`src/rtl/sram_fifo_arbiter.sv`:
```
`default_nettype none
// ============================================================================
// Module   : sram_fifo_arbiter
// Brief    : Runs a pipelined ZBT SSRAM as one circular 16-bit FIFO with a
//            round-robin write/read command arbiter.
// Revision : 1.0 - initial release
// ============================================================================
module sram_fifo_arbiter #(
    parameter int ADDR_WIDTH = 20
) (
    input  logic                  BUS_CLK,
    input  logic                  BUS_RST,
    input  logic                  ENABLE,
    input  logic                  WR_REQ,
    input  logic [15:0]           WR_DATA,
    output logic                  WR_ACK,
    input  logic                  RD_REQ,
    output logic                  RD_ACK,
    output logic                  RD_VALID,
    output logic [15:0]           RD_DATA,
    output logic                  FULL,
    output logic                  EMPTY,
    output logic [ADDR_WIDTH:0]   SIZE,
    output logic [22:0]           SRAM_ADD,
    output logic                  SRAM_ADV_LD_N,
    output logic                  SRAM_WE_N,
    output logic [1:0]            SRAM_BW_N,
    output logic                  SRAM_OE_N,
    output logic [15:0]           SRAM_DQ_OUT,
    output logic                  SRAM_DQ_OE,
    input  logic [15:0]           SRAM_DQ_IN
);

    localparam logic [ADDR_WIDTH:0] c_DEPTH       = {1'b1, {ADDR_WIDTH{1'b0}}};
    localparam logic [0:0]          c_GRANT_WRITE = 1'b0;
    localparam logic [0:0]          c_GRANT_READ  = 1'b1;

    // Pointers, fill level and arbitration history
    logic [ADDR_WIDTH-1:0] wr_ptr_q, wr_ptr_d;
    logic [ADDR_WIDTH-1:0] rd_ptr_q, rd_ptr_d;
    logic [ADDR_WIDTH:0]   size_q, size_d;
    logic                  full_q, full_d;
    logic                  empty_q, empty_d;
    logic [0:0]            last_grant_q, last_grant_d;

    // SRAM command bus
    logic [22:0]           sram_add_q, sram_add_d;
    logic                  adv_ld_n_q, adv_ld_n_d;
    logic                  we_n_q, we_n_d;
    logic [1:0]            bw_n_q, bw_n_d;

    // Write-data pipeline: grant -> stage1 -> stage2 -> DQ drive
    logic                  wpipe1_vld_q, wpipe1_vld_d;
    logic [15:0]           wpipe1_data_q, wpipe1_data_d;
    logic                  wpipe2_vld_q, wpipe2_vld_d;
    logic [15:0]           wpipe2_data_q, wpipe2_data_d;
    logic                  dq_oe_q, dq_oe_d;
    logic [15:0]           dq_out_q, dq_out_d;

    // Read-data pipeline: grant -> stage1 -> stage2 -> OE cycle -> capture
    logic                  rpipe1_vld_q, rpipe1_vld_d;
    logic                  rpipe2_vld_q, rpipe2_vld_d;
    logic                  oe_n_q, oe_n_d;
    logic                  rd_valid_q, rd_valid_d;
    logic [15:0]           rd_data_q, rd_data_d;

    // Arbitration
    logic [1:0]            wr_pend;
    logic [ADDR_WIDTH:0]   rd_avail;
    logic                  wr_ok;
    logic                  rd_ok;
    logic                  grant_wr;
    logic                  grant_rd;
    logic [22:0]           addr_ext;

    // Words granted for write in the last two cycles are not yet in the SRAM
    // array when a read issued now would fetch them, so they are not readable.
    always_comb begin
        wr_pend  = {1'b0, wpipe1_vld_q} + {1'b0, wpipe2_vld_q};
        rd_avail = size_q - {{(ADDR_WIDTH-1){1'b0}}, wr_pend};
        wr_ok    = ENABLE & WR_REQ & ~full_q & ~BUS_RST;
        rd_ok    = ENABLE & RD_REQ & (rd_avail != '0) & ~BUS_RST;
        grant_wr = 1'b0;
        grant_rd = 1'b0;
        if (wr_ok && rd_ok) begin
            grant_wr = (last_grant_q == c_GRANT_READ);
            grant_rd = (last_grant_q == c_GRANT_WRITE);
        end else begin
            grant_wr = wr_ok;
            grant_rd = rd_ok;
        end
    end

    always_comb begin
        wr_ptr_d     = wr_ptr_q;
        rd_ptr_d     = rd_ptr_q;
        size_d       = size_q;
        last_grant_d = last_grant_q;
        if (grant_wr) begin
            wr_ptr_d     = wr_ptr_q + 1'b1;
            size_d       = size_q + 1'b1;
            last_grant_d = c_GRANT_WRITE;
        end else if (grant_rd) begin
            rd_ptr_d     = rd_ptr_q + 1'b1;
            size_d       = size_q - 1'b1;
            last_grant_d = c_GRANT_READ;
        end
        full_d  = (size_d == c_DEPTH);
        empty_d = (size_d == '0);
    end

    always_comb begin
        addr_ext                   = '0;
        addr_ext[ADDR_WIDTH-1:0]   = grant_wr ? wr_ptr_q : rd_ptr_q;
        sram_add_d                 = sram_add_q;
        adv_ld_n_d                 = 1'b1;
        we_n_d                     = 1'b1;
        bw_n_d                     = 2'b11;
        if (grant_wr || grant_rd) begin
            sram_add_d = addr_ext;
            adv_ld_n_d = 1'b0;
        end
        if (grant_wr) begin
            we_n_d = 1'b0;
            bw_n_d = 2'b00;
        end
    end

    always_comb begin
        wpipe1_vld_d  = grant_wr;
        wpipe1_data_d = grant_wr ? WR_DATA : wpipe1_data_q;
        wpipe2_vld_d  = wpipe1_vld_q;
        wpipe2_data_d = wpipe1_data_q;
        dq_oe_d       = wpipe2_vld_q;
        dq_out_d      = wpipe2_vld_q ? wpipe2_data_q : dq_out_q;
    end

    // SRAM drives read data during the OE cycle; it is captured at its end.
    always_comb begin
        rpipe1_vld_d = grant_rd;
        rpipe2_vld_d = rpipe1_vld_q;
        oe_n_d       = ~rpipe2_vld_q;
        rd_valid_d   = ~oe_n_q;
        rd_data_d    = ~oe_n_q ? SRAM_DQ_IN : rd_data_q;
    end

    always_ff @(posedge BUS_CLK) begin
        if (BUS_RST) begin
            wr_ptr_q      <= '0;
            rd_ptr_q      <= '0;
            size_q        <= '0;
            full_q        <= 1'b0;
            empty_q       <= 1'b1;
            last_grant_q  <= c_GRANT_READ;
            sram_add_q    <= '0;
            adv_ld_n_q    <= 1'b1;
            we_n_q        <= 1'b1;
            bw_n_q        <= 2'b11;
            wpipe1_vld_q  <= 1'b0;
            wpipe1_data_q <= '0;
            wpipe2_vld_q  <= 1'b0;
            wpipe2_data_q <= '0;
            dq_oe_q       <= 1'b0;
            dq_out_q      <= '0;
            rpipe1_vld_q  <= 1'b0;
            rpipe2_vld_q  <= 1'b0;
            oe_n_q        <= 1'b1;
            rd_valid_q    <= 1'b0;
            rd_data_q     <= '0;
        end else begin
            wr_ptr_q      <= wr_ptr_d;
            rd_ptr_q      <= rd_ptr_d;
            size_q        <= size_d;
            full_q        <= full_d;
            empty_q       <= empty_d;
            last_grant_q  <= last_grant_d;
            sram_add_q    <= sram_add_d;
            adv_ld_n_q    <= adv_ld_n_d;
            we_n_q        <= we_n_d;
            bw_n_q        <= bw_n_d;
            wpipe1_vld_q  <= wpipe1_vld_d;
            wpipe1_data_q <= wpipe1_data_d;
            wpipe2_vld_q  <= wpipe2_vld_d;
            wpipe2_data_q <= wpipe2_data_d;
            dq_oe_q       <= dq_oe_d;
            dq_out_q      <= dq_out_d;
            rpipe1_vld_q  <= rpipe1_vld_d;
            rpipe2_vld_q  <= rpipe2_vld_d;
            oe_n_q        <= oe_n_d;
            rd_valid_q    <= rd_valid_d;
            rd_data_q     <= rd_data_d;
        end
    end

    assign WR_ACK        = grant_wr;
    assign RD_ACK        = grant_rd;
    assign RD_VALID      = rd_valid_q;
    assign RD_DATA       = rd_data_q;
    assign FULL          = full_q;
    assign EMPTY         = empty_q;
    assign SIZE          = size_q;
    assign SRAM_ADD      = sram_add_q;
    assign SRAM_ADV_LD_N = adv_ld_n_q;
    assign SRAM_WE_N     = we_n_q;
    assign SRAM_BW_N     = bw_n_q;
    assign SRAM_OE_N     = oe_n_q;
    assign SRAM_DQ_OUT   = dq_out_q;
    assign SRAM_DQ_OE    = dq_oe_q;

endmodule
`default_nettype wire

```
`config.mk`:
```
export PLATFORM = sky130hd
export DESIGN_NAME = sram_fifo_arbiter
export DESIGN_NICKNAME = d
export VERILOG_FILES = /design/src/rtl/sram_fifo_arbiter.sv
export SDC_FILE = /design/constraint.sdc
export NUM_CORES = 1
export LEC_CHECK = 0
export ABC_AREA = 1
export CORE_ASPECT_RATIO = 1.5
export CORE_UTILIZATION = 53
export DETAILED_ROUTE_END_ITERATION = 7
export GPL_TIMING_DRIVEN = 1
export PLACE_DENSITY = 0.77
export SETUP_SLACK_MARGIN = 0.1
export SYNTH_ARGS = -nofsm -noshare
export SYNTH_HDL_FRONTEND = slang
export SYNTH_SLANG_ARGS = --single-unit
```
`constraint.sdc`:
```
create_clock -name BUS_CLK -period 4.75 [get_ports BUS_CLK]
set_clock_uncertainty 0.05 [all_clocks]
set_input_delay 0.95 -clock BUS_CLK [delete_from_list [all_inputs] [get_ports BUS_CLK]]
set_output_delay 0.95 -clock BUS_CLK [all_outputs]
set_load 0.05 [all_outputs]
```
Word level (Yosys, flattened, before mapping)
Index checks and enable logic that the tools add are counted.
{"block": "word_totals", "register_bits": 159, "word_cells": 56}
{"block": "classes", "n_addsub": 6, "n_eq_ne": 1, "mux": 10, "bitwise": 12, "n_reduce_logical": 6}
{"operator": "$mux W21", "count": 2}
{"operator": "$add A20 B1 Y20 const B", "count": 2}
{"operator": "$add A21 B1 Y21 const B", "count": 1}
{"operator": "$eq A21 B21 Y1 const B", "count": 1}
{"operator": "$logic_not A21 Y1", "count": 1}
{"operator": "$reduce_bool A21 Y1", "count": 1}
{"operator": "$sub A21 B1 Y21 const B", "count": 1}
{"operator": "$sub A21 B2 Y21", "count": 1}
{"operator": "$mux W20", "count": 1}
{"operator": "$and A1 B1 Y1", "count": 6}
{"operator": "$mux W1", "count": 6}
{"operator": "$not A1 Y1", "count": 6}
{"operator": "$add A1 B1 Y2", "count": 1}
{"operator": "$mux W2", "count": 1}
{"operator": "$reduce_and A2 Y1", "count": 1}
{"operator": "$reduce_bool A2 Y1", "count": 1}
{"operator": "$logic_and A1 B1 Y1", "count": 1}
{"operator": "$logic_or A1 B1 Y1", "count": 1}

Longest topological paths before layout
{"block": "depth", "ltp_word": 10, "depth_mapped": 26}

Worst setup path before layout
OpenSTA, ideal clock, no wires.
{"block": "synth_timing", "path_kind": "flip-flop to output port", "start": "register size_q[0] (netlist: SIZE[0])", "end": "output WR_ACK", "t_arrival_ns": 3.815, "required_time_ns": 3.750, "path_slack_ns": -0.065, "path_stages_with_launch": 21, "path_cell_list": "dfxtp_1 > clkinv_1 > fa_1 > inv_1 > ha_1 > nor2_1 > ha_1 > nand2_2 > nor2_4 > nand2_1 > nand2_1 > nand2_1 > nor2_1 > nand3_1 > nor2_2 > nand2_4 > nand3_4 > nand2_4 > inv_4 > buf_2 > buf_2"}
{"block": "synth_between", "elab_chain_cells": 6}
{"element": "start: declaration", "line_no": "41", "text": "logic [ADDR_WIDTH:0] size_q, size_d;"}
{"element": "start signal: assignment", "line_no": "173", "text": "size_q <= size_d;"}
{"element": "$sub A21 B2 Y21", "line_no": "80", "text": "rd_avail = size_q - {{(ADDR_WIDTH-1){1'b0}}, wr_pend};"}
{"element": "$reduce_bool A21 Y1", "line_no": "82", "text": "rd_ok = ENABLE & RD_REQ & (rd_avail != '0) & ~BUS_RST;"}
{"element": "$and A1 B1 Y1 (2 in series)", "line_no": "82"}
{"element": "$logic_and A1 B1 Y1", "line_no": "85", "text": "if (wr_ok && rd_ok) begin"}
{"element": "$mux W1", "line_no": "85"}
{"element": "end: declaration", "line_no": "16", "text": "output logic WR_ACK,"}
Every way passes these cells.

Worst setup path in the final report
Same ends and word-level chain as after synthesis.

==> results.py <==
metrics = {
    "run_status": {
        "status": "finished clean",
    },
    "sta": {
        "timing.final.ws_setup_ns": 0.282,
        "drv_slew": 0,
        "rsz0062_at_grt": "true",
        "fin_crit_ns": 4.47,
        "fmax_ghz": 0.224,
        "fin_tns_setup_ns": 0,
        "setup_viol_count_final": 0,
        "hold_viol_final": 0,
        "finalCritPeriodShare_pct": 94.1,
        "fin_hold_ws_ns": 0.336,
        "tightest_slew_ns": 0.785,
        "slew_headroom_pct": 47.7,
    },
    "route": {
        "first_pass_iters": 5,
        "drtIter0Drc": 464,
        "num_vias": 8141,
        "ant_nets": 0,
        "drc": 0,
        "drt-total-wl_um": 24000,
        "viasPerCell": 5.38,
        "wire_per_inst_um": 15.9,
    },
    "synth": {
        "yosysTopAreaCellShare_pct": 38.0,
        "synth-edff-count": 0,
        "yosysWarnings": 0,
        "synth_ff_type": "dfxtp_1",
        "netlist_instances": 1200,
        "synth.most_common_cell": "nand2_1",
        "yosys.area.top_type": "dfxtp_1",
        "syn_avg_cell_area_um2": 6.89,
        "ys_top_cells_by_area": "dfxtp_1 (38%), nand2_1 (15%), nor2_1 (6.9%), xor2_1 (5.8%), inv_1 (5.7%)",
        "netlist_top_cells_count": "nand2_1 (322), dfxtp_1 (157), nor2_1 (152)",
        "yosysSeqAreaShare_pct": 38.0,
        "synthesis.area_um2": 8270,
        "synth_cell_type_count": 44,
        "postSynth.asyncResetShare_pct": 0,
        "ys_seq_elements": 157,
    },
    "place": {
        "postPlaceCellArea_um2": 9470,
        "placed_cells": 1472,
        "place_congestion": 0.986,
        "port_buffers": 120,
        "dp_hpwl_um": 17300,
        "pre_cts_ws_ns": 0.491,
    },
    "critical_path": {
        "crit_arrival_ns": 3.47,
        "path_class": "reg -> out",
        "cp.required_ns": 3.75,
        "r2r_cells": 24,
        "r2r-start": "SIZE[0]$_SDFF_PP0_",
        "r2r_slack_ns": 0.62,
        "regToRegEndpoint": "wr_ptr_q[7]$_SDFFE_PP0N_",
        "cp-end-kind": "output port",
        "cp_max_fo": 15,
        "critPathLaunchType": "register",
    },
    "cells_and_area": {
        "area_delta_synth_final_pct": 22.9,
        "final_area_um2": 10200,
        "nNetsFinal": 1346,
        "final_core_util_pct": 67.1,
        "drive_gt1_share_pct": 7.76,
        "antenna_cells": 0,
        "post_layout_nonfiller_instances": 1513,
        "fill_cells": 1349,
        "multi_input_area_um2": 4280,
        "seq_area_um2": 3140,
    },
    "global_route": {
        "grt_overflow": 0,
        "grt.total_usage_pct": 30.1,
        "grt_start_max_net_pins": 80,
        "antenna_found_initial": 0,
        "grt_pass1_wl_um": 38300,
        "first_global_vias": 7766,
    },
    "clock_tree": {
        "clock_path_buffers": 2,
        "htree_levels": 4,
        "cts_hold_buf": 0,
        "clkTransAtPathRegs_ns": 0.07,
        "cts_made_buffers": 17,
        "cts_tree": "done",
        "root_buffer": "clkbuf_16",
        "cts.sinks": 157,
        "insertion_delay_ns": 0.43,
    },
    "floorplanning": {
        "pin_count": 124,
        "die_area_um2": 16100,
        "fp.dieH_um": 155,
        "fp.dieW_um": 104,
        "core-area_um2": 15100,
        "row_count": 55,
        "start_util_pct": 54.6,
    },
    "min_path": {
        "hold_start": "rpipe2_vld_q$_SDFF_PP0_",
        "hold_path_class": "reg -> reg",
        "holdPathEnd": "SRAM_OE_N$_SDFF_PP1_",
        "hold_depth": 1,
    },
    "power": {
        "report.power.total_mw": 3.38,
        "ir_drop_v": 0.000285,
        "leakagePower_nw": 4.43,
        "p_per_area_nw_per_um2": 333,
    },
    "run": {
        "drv_cap": 0,
    },
}
final cells by class:
class	count	area share (%)
clock buffers	18	4.32
inverters	130	4.83
well taps	199	2.45
repair buffers	143	13.7
multi-input cells	852	42.1
clock inverters	14	1.65
flip-flops and latches	157	31.0
critical path: stages (launching register included):
cell and delay [ns]:
dfxtp_2 0.37, clkinv_1 0.11, fa_1 0.57, inv_1 0.05, ha_1 0.18, nor2_2 0.12
ha_2 0.25, nand2_2 0.12, nand2_1 0.08, o21ai_0 0.10, inv_1 0.08, nand2_1 0.05
nor2_1 0.10, nand3_1 0.11, nor2_2 0.16, nand2_4 0.13, nand3_4 0.12, nand2_8 0.11
inv_4 0.08, buf_12 0.13
power by group:
group	leakage, nW	internal [mW]	total [mW]	switching [mW]
registers	1.27	1.35	1.39	0.0424
logic	2.86	0.208	0.611	0.403
clock network	0.301	0.768	1.38	0.609
total	4.43	2.33	3.38	1.05
worst max path at each step:
| stage | startpoint | to | depth (start not counted) |
|---|---|---|---|
| after floorplan | SIZE[0]$_SDFF_PP0_ | WR_ACK | 20 |
| after detailed placement | SIZE[0]$_SDFF_PP0_ | EMPTY$_SDFF_PP1_ | 26 |
| after global placement | SIZE[0]$_SDFF_PP0_ | WR_ACK | 19 |
| after global routing | SIZE[0]$_SDFF_PP0_ | WR_ACK | 19 |
| final | SIZE[0]$_SDFF_PP0_ | WR_ACK | 19 |
| after CTS | SIZE[0]$_SDFF_PP0_ | RD_ACK | 18 |
metal layers:
metal	vias up	GRT usage (%)	routed length, µm
li1	4010	-	-
met1	3760	31.5	8910
met2	278	55.6	12800
met3	93	4.19	964
met4	0	20.2	1330
met5	-	0	0
kinds of logic after synthesis:
logic type / Yosys count / synth area share [%]
compound gates: 146 / 9.42
xor+xnor: 59 / 6.25
fa+ha+maj: 8 / 1.30
buf+inv: 193 / 10.5
flops: 157 / 38.0
other cells: 1 / 0.0454
simple gates: 636 / 34.5
what timing repair did:
action | 4_1_cts | 5_1_grt
pin swaps | 0 | 3
setup buffers | 0 | 9
setup endpoints to repair | 2 | 5
gates resized for setup | 1 | 2
registers in the layout, summed over array words and instances (netlist names):
signal         count
SRAM_ADD          20
wpipe2_data_q     16
SRAM_OE_N          1
wpipe1_vld_q       1
SIZE              21
rpipe2_vld_q       1
last_grant_q       1
dq_oe_d            1
SRAM_ADV_LD_N      1
RD_DATA           16
rd_ptr_q          20
rpipe1_vld_q       1
SRAM_BW_N          1
wpipe1_data_q     16
RD_VALID           1
SRAM_DQ_OUT       16
SRAM_DQ_OE         1
EMPTY              1
FULL               1
wr_ptr_q          20
cell usage in the layout (no fill, tap or decap), types with 6 or more instances in the layout:
cell	instances
clkbuf_16	17
nor2_2	13
nand2_1	322
clkdlybuf4s50_1	117
xor2_1	55
ha_1	6
nand4_1	39
inv_1	125
a21oi_1	52
o21ai_0	71
o21ai_1	7
nor3_1	30
dfxtp_1	156
nor4_1	13
nand3_1	38
nor2_4	9
nor2_1	151
buf_4	23
(Power assumes the default switching activity.)
